**src/rtl/axi4lite_master.sv**
```systemverilog
// Single-outstanding AXI4-Lite initiator: accepted command drives the bus one cycle later, response held until rsp_ready.
// Slave stalls on any channel hold the current state indefinitely; cmd_ready is high only in IDLE.
module axi4lite_master #(
   parameter int AW = 32,
   parameter int DW = 32
) (
   input  logic              clk,
   input  logic              reset_n,

   input  logic              cmd_valid,
   output logic              cmd_ready,
   input  logic              cmd_write,
   input  logic [AW-1:0]     cmd_addr,
   input  logic [DW-1:0]     cmd_wdata,
   input  logic [DW/8-1:0]   cmd_wstrb,

   output logic              rsp_valid,
   input  logic              rsp_ready,
   output logic              rsp_write,
   output logic [DW-1:0]     rsp_rdata,
   output logic [1:0]        rsp_resp,
   output logic              busy,

   output logic              awvalid,
   input  logic              awready,
   output logic [AW-1:0]     awaddr,

   output logic              wvalid,
   input  logic              wready,
   output logic [DW-1:0]     wdata,
   output logic [DW/8-1:0]   wstrb,

   input  logic              bvalid,
   output logic              bready,
   input  logic [1:0]        bresp,

   output logic              arvalid,
   input  logic              arready,
   output logic [AW-1:0]     araddr,

   input  logic              rvalid,
   output logic              rready,
   input  logic [DW-1:0]     rdata,
   input  logic [1:0]        rresp
);

   typedef enum logic [2:0] {
      IDLE    = 3'd0,
      WR      = 3'd1,
      WR_RESP = 3'd2,
      RD_ADDR = 3'd3,
      RD_DATA = 3'd4,
      DONE    = 3'd5
   } state_t;

   localparam logic [AW-1:0] ALIGN_MASK = ~AW'(3);

   state_t          state;
   logic [AW-1:0]   aligned_addr;
   logic            aw_done;
   logic            w_done;

   assign cmd_ready    = (state == IDLE);
   assign busy         = (state != IDLE);
   assign aligned_addr = cmd_addr & ALIGN_MASK;

   // A channel counts as done if it already completed or completes on this edge.
   assign aw_done = !awvalid || awready;
   assign w_done  = !wvalid  || wready;

   always_ff @(posedge clk or negedge reset_n) begin
      if (!reset_n) begin
         state     <= IDLE;
         awvalid   <= 1'b0;
         awaddr    <= '0;
         wvalid    <= 1'b0;
         wdata     <= '0;
         wstrb     <= '0;
         bready    <= 1'b0;
         arvalid   <= 1'b0;
         araddr    <= '0;
         rready    <= 1'b0;
         rsp_valid <= 1'b0;
         rsp_write <= 1'b0;
         rsp_rdata <= '0;
         rsp_resp  <= 2'b00;
      end else begin
         case (state)
            IDLE: begin
               if (cmd_valid) begin
                  if (cmd_write) begin
                     awaddr  <= aligned_addr;
                     wdata   <= cmd_wdata;
                     wstrb   <= cmd_wstrb;
                     awvalid <= 1'b1;
                     wvalid  <= 1'b1;
                     state   <= WR;
                  end else begin
                     araddr  <= aligned_addr;
                     arvalid <= 1'b1;
                     state   <= RD_ADDR;
                  end
               end
            end

            WR: begin
               if (awvalid && awready) begin
                  awvalid <= 1'b0;
               end
               if (wvalid && wready) begin
                  wvalid <= 1'b0;
               end
               if (aw_done && w_done) begin
                  bready <= 1'b1;
                  state  <= WR_RESP;
               end
            end

            WR_RESP: begin
               if (bvalid) begin
                  bready    <= 1'b0;
                  rsp_resp  <= bresp;
                  rsp_rdata <= '0;
                  rsp_write <= 1'b1;
                  rsp_valid <= 1'b1;
                  state     <= DONE;
               end
            end

            RD_ADDR: begin
               if (arready) begin
                  arvalid <= 1'b0;
                  rready  <= 1'b1;
                  state   <= RD_DATA;
               end
            end

            RD_DATA: begin
               if (rvalid) begin
                  rready    <= 1'b0;
                  rsp_rdata <= rdata;
                  rsp_resp  <= rresp;
                  rsp_write <= 1'b0;
                  rsp_valid <= 1'b1;
                  state     <= DONE;
               end
            end

            DONE: begin
               if (rsp_ready) begin
                  rsp_valid <= 1'b0;
                  state     <= IDLE;
               end
            end

            default: begin
               state <= IDLE;
            end
         endcase
      end
   end

endmodule

```
**config.mk**
```make
export PLATFORM = sky130hd
export DESIGN_NAME = axi4lite_master
export DESIGN_NICKNAME = d
export VERILOG_FILES = /design/src/rtl/axi4lite_master.sv
export SDC_FILE = /design/constraint.sdc
export NUM_CORES = 1
export LEC_CHECK = 0
export CORE_ASPECT_RATIO = 0.8
export CORE_MARGIN = 1.5
export CORE_UTILIZATION = 40
export DETAILED_ROUTE_END_ITERATION = 6
export GPL_TIMING_DRIVEN = 1
export PLACE_DENSITY_LB_ADDON = 0.08
export SYNTH_ARGS = -nofsm -noshare
export SYNTH_HDL_FRONTEND = slang
export SYNTH_SLANG_ARGS = --single-unit
```
**constraint.sdc**
```tcl
create_clock -name clk -period 2.65 [get_ports clk]
set_clock_uncertainty 0.05 [all_clocks]
set_input_delay 0.265 -clock clk [delete_from_list [all_inputs] [get_ports clk]]
set_output_delay 0.265 -clock clk [all_outputs]
set_load 0.05 [all_outputs]
```
# After elaboration in Yosys (flattened, before gate mapping)
# Index checks and enable logic that the tools add are counted.
[op_classes]
eq_ne = 15
mux = 35
bitwise = 1
n_reduce_logical = 25
[op_table]
columns = ["op", "count"]
rows = [
  ["2-to-1 mux 32 bit", 2],
  ["case mux 32 bit (2 select lines)", 1],
  ["2-to-1 mux 3 bit", 6],
  ["inequality test 2 bit (second input constant)", 9],
  ["case mux 3 bit (6 select lines)", 1],
  ["AND reduction 4 bit", 4],
  ["AND reduction 3 bit", 5],
  ["2-to-1 mux 1 bit", 14],
  ["case mux 1 bit (2 select lines)", 6],
  ["nonzero test 2 bit", 5],
  ["equality test 3 x 2 -> 1 bit (second input constant)", 2],
  ["equality test 3 bit (second input constant)", 2],
  ["2-to-1 mux 2 bit", 3],
  ["AND reduction 6 bit", 1],
  ["nonzero test 3 bit", 2],
  ["case mux 2 bit (2 select lines)", 1],
  ["equality test 3 x 1 -> 1 bit (second input constant)", 1],
  ["logical AND 1 bit", 3],
  ["logical NOT 3 bit", 1],
  ["case mux 1 bit (3 select lines)", 1],
  ["logical NOT 1 bit", 2],
  ["logical OR 1 bit", 2],
  ["inequality test 2 x 1 -> 1 bit (second input constant)", 1],
  ["NOT 1 bit", 1],
]
[totals]
register_bits = 140
in_bits = 114
output_inout_bits = 143
elab_cells = 90

# Longest topological paths before layout
[logic_depth]
word_depth = 5
mapped_depth = 6
mapped_depth_nobuf = 3

# Least setup slack after synthesis
# No wires, ideal clock.
[synth_path]
path_kind = "register to register"
startpoint = "reg state[1]"
endpoint = "reg awaddr[10]"
setup_ns = 0.125
arrival_ns = 1.876
required_time_ns = 2.475
slack_ns = 0.599
stages_incl_launch_ff = 7
path_buffers = 3
period_less_slack_ns = 2.051
path_cell_list = "dfrtp_1 -> buf_2 -> nor3_4 -> and3_4 -> buf_12 -> buf_12 -> mux2_4"
[synth_via]
elab_chain_cells = 2
[synth_rtl]
columns = ["element", "line_no", "rtl"]
rows = [
  ["from (decl)", "58", "state_t state;"],
  ["from (signal assigned)", "73", "state <= IDLE;"],
  ["from (signal assigned)", "97", "state <= WR;"],
  ["from (signal assigned)", "101", "state <= RD_ADDR;"],
  ["logical NOT 3 bit", "-", ""],
  ["named net cmd_ready", "11", "output logic cmd_ready,"],
  ["AND reduction 3 bit (no source line)", "-", ""],
  ["to (signal assigned)", "92", "awaddr <= aligned_addr;"],
  ["to (decl)", "26", "output logic [AW-1:0] awaddr,"],
]
# The timed path passes the listed nets, and every way through them passes these cells.
# A chain may end at the register's enable or synchronous reset.

# Final worst setup path
[layout_path]
startpoint = "reg state[1]"
endpoint = "out cmd_ready"
[layout_via]
elab_chain_cells = 1
[layout_rtl]
columns = ["element", "line_no", "rtl"]
rows = [
  ["logical NOT 3 bit", "63", "assign cmd_ready = (state == IDLE);"],
  ["to (decl)", "11", ""],
]
# No other way between the ends.

==> flow_metrics.env <==
export IMPL_drc=0
export IMPL_via_per_inst=4.67
export IMPL_core_um2=14300
export IMPL_cts_setup_buffers=0
export IMPL_numPortBuffers=250
export IMPL_rsz0062_at_grt="false"
export IMPL_drtPass1Iterations=5
export IMPL_grt_max_degree=67
export IMPL_clk_pin_slew_ns=0.06
export IMPL_vias=4057
export IMPL_die_x_um=139
export IMPL_rows=39
export IMPL_grt_overflow=0
export IMPL_synth_cell_types=33
export IMPL_maxSlewViolCount=0
export IMPL_place_gp_congestion=0.788
export IMPL_grt_pass1_vias=4183
export IMPL_min_period_ns=2.52
export IMPL_worstRegToRegCells=4
export IMPL_final_common_cell="clkdlybuf4s50_1"
export IMPL_rr_startpoint="state[1]"
export IMPL_drive_gt1_frac=0.216
export IMPL_wl_met2_um=6950
export IMPL_drt_first_iter_violations=221
export IMPL_insertion_delay_ns=0.41
export IMPL_fmax_mhz=397
export IMPL_cts_root_buf="clkbuf_16"
export IMPL_hold_viol=0
export IMPL_required_ns=2.34
export IMPL_hpwl_um=10400
export IMPL_worstSetupStartpoint="state[1]"
export IMPL_critPathArrivalTime_ns=2.20
export IMPL_met3_length_um=1210
export IMPL_final_cell_mix="clkdlybuf4s50_1, dfrtp_1, mux2_2"
export IMPL_clock_sinks=140
export IMPL_crit_type="flip-flop to output port"
export IMPL_worst_r2r_setup_slack_ns=0.50
export IMPL_tightest_slew_ns=0.590
export IMPL_dieArea_um2=15500
export IMPL_fillerInstances=1067
export IMPL_maxSlewHeadroom=0.606
export IMPL_antenna_found_initial=0
export IMPL_worstPathMaxFanout=17
export IMPL_wirelength_um=14600
export IMPL_grt_pass1_wl_um=23600
export IMPL_wl_met1_um=6230
export IMPL_fin_nets=785
export IMPL_syn_cell_area_um2=5900
export IMPL_antenna_cells=0
export IMPL_cts_max_level=4
export IMPL_r2r_end="wdata[11]"
export IMPL_clk_path_buf_depth=2
export IMPL_antenna_left=0
export IMPL_io_pin_count=257
export IMPL_die_h_um=112
export IMPL_syn_to_final_growth_pct=55.6
export IMPL_ys_seq_elements=140
export IMPL_startpoint_type="flip-flop"
export IMPL_crit_path_end_kind="output port"
export IMPL_status="finished clean"
export IMPL_yosysSeqAreaShare=0.594
export IMPL_synth_area_per_cell_um2=14.3
export IMPL_drv_cap=0
export IMPL_cts_tree="done"
export IMPL_netlist_instances=414
export IMPL_fin_crit_sh=0.950
export IMPL_hold_path_class="primary input to async pin"
export IMPL_initial_core_util=0.411
export IMPL_tns_ns=0
export IMPL_highest_layer="met4"
export IMPL_wl_per_cell_um=16.8
export IMPL_cts_buffers=17
export IMPL_grt_usage=0.195
export IMPL_synth_warnings=0
export IMPL_setup_viol=0
critical path, cell delays in order, from the launching register on:
cell             delay (ns)
dfrtp_1                0.59
nor3_4                 0.35
clkdlybuf4s50_1        0.85
how the worst max path moves through the flow:
stage / cells after the start / end
finish: 2 / cmd_ready
global route: 2 / cmd_ready
floorplan: 6 / awaddr[10]
global placement: 4 / wdata[17]
detailed placement: 4 / wdata[19]
CTS: 2 / cmd_ready
cells by family after synthesis:
family | Yosys count | synth area share
other | 1 | 0.000636
DFF | 140 | 0.594
buffers and inverters | 63 | 0.0613
and+or+nand+nor | 53 | 0.0445
AOI/OAI and AO/OA | 26 | 0.0310
muxes | 131 | 0.269
synth_stat cells:
master     number  share of area
a21oi_1         3         0.0025
a21oi_4         1         0.0028
a222oi_1        1         0.0017
a311o_1         1         0.0017
a31o_2          1         0.0015
a31oi_1         5         0.0053
a41oi_1         1         0.0015
and2_1          1         0.0011
and3_4          1         0.0019
buf_12          5          0.017
buf_2           8         0.0068
buf_4           9          0.011
clkbuf_1        3         0.0019
conb_1          1        0.00064
dfrtp_1       140           0.59
inv_1          38          0.024
mux2_2         60           0.11
mux2_4         40           0.10
mux2i_1        31          0.053
nand2_1        36          0.023
nand2b_1        5         0.0053
nand3b_1        3         0.0038
nand4_1         1         0.0011
nor2_1          2         0.0013
nor3_4          1         0.0028
nor3b_1         1         0.0013
nor3b_2         1         0.0021
o21ai_0         8         0.0068
o22a_1          1         0.0015
o2bb2ai_1       2         0.0030
o31ai_1         1         0.0013
o32ai_1         1         0.0015
or2_2           1         0.0011
per-layer routing:
metal | vias to the layer above | GRT usage
met2 | 164 | 0.312
met5 | - | 0
met3 | 12 | 0.0766
met1 | 1970 | 0.245
met4 | 0 | 0.0611
li1 | 1911 | -
cell type report:
class                           count  area (um^2)  share of cell area
Clock buffer                       19          453              0.0493
Clock inverter                     13          190              0.0207
Inverter                           38          143              0.0155
Multi-Input combinational cell    214         2050               0.224
Sequential cell                   140         3500               0.382
Tap cell                          184          230              0.0251
Timing Repair Buffer              260         2610               0.284
per-stage QoR:
| step | cells | hold slack, ns | utilization | area (um^2) | setup slack (ns) |
|---|---|---|---|---|---|
| floorplan | 417 | -0.0806 | - | 5910 | 0.599 |
| CTS | 868 | 0.320 | 0.640 | 9180 | 0.111 |
| global route | 868 | 0.340 | 0.640 | 9180 | 0.0552 |
| finish | 868 | 0.307 | 0.640 | 9180 | 0.132 |
| global placement | 835 | 0.170 | 0.594 | 8530 | 0.561 |
| detailed placement | 835 | 0.180 | 0.594 | 8530 | 0.510 |
flip-flops by register name, indices dropped and copies added, names as in the netlist:
register,count
awvalid,1
wstrb,4
wvalid,1
awaddr,30
rsp_rdata,32
rsp_write,1
arvalid,1
araddr,30
rsp_resp,2
bready,1
rsp_valid,1
wdata,32
rready,1
state,3
timing repair:
| item | CTS | global route |
|---|---|---|
| hold buffers | 1 | 0 |
| endpoints found under the hold margin | 47 | 0 |
| gates resized for setup | 0 | 0 |
Power is left out: the tool's default activity adds up to more than one toggle a clock period on the data nets, which glitch-free logic cannot reach.
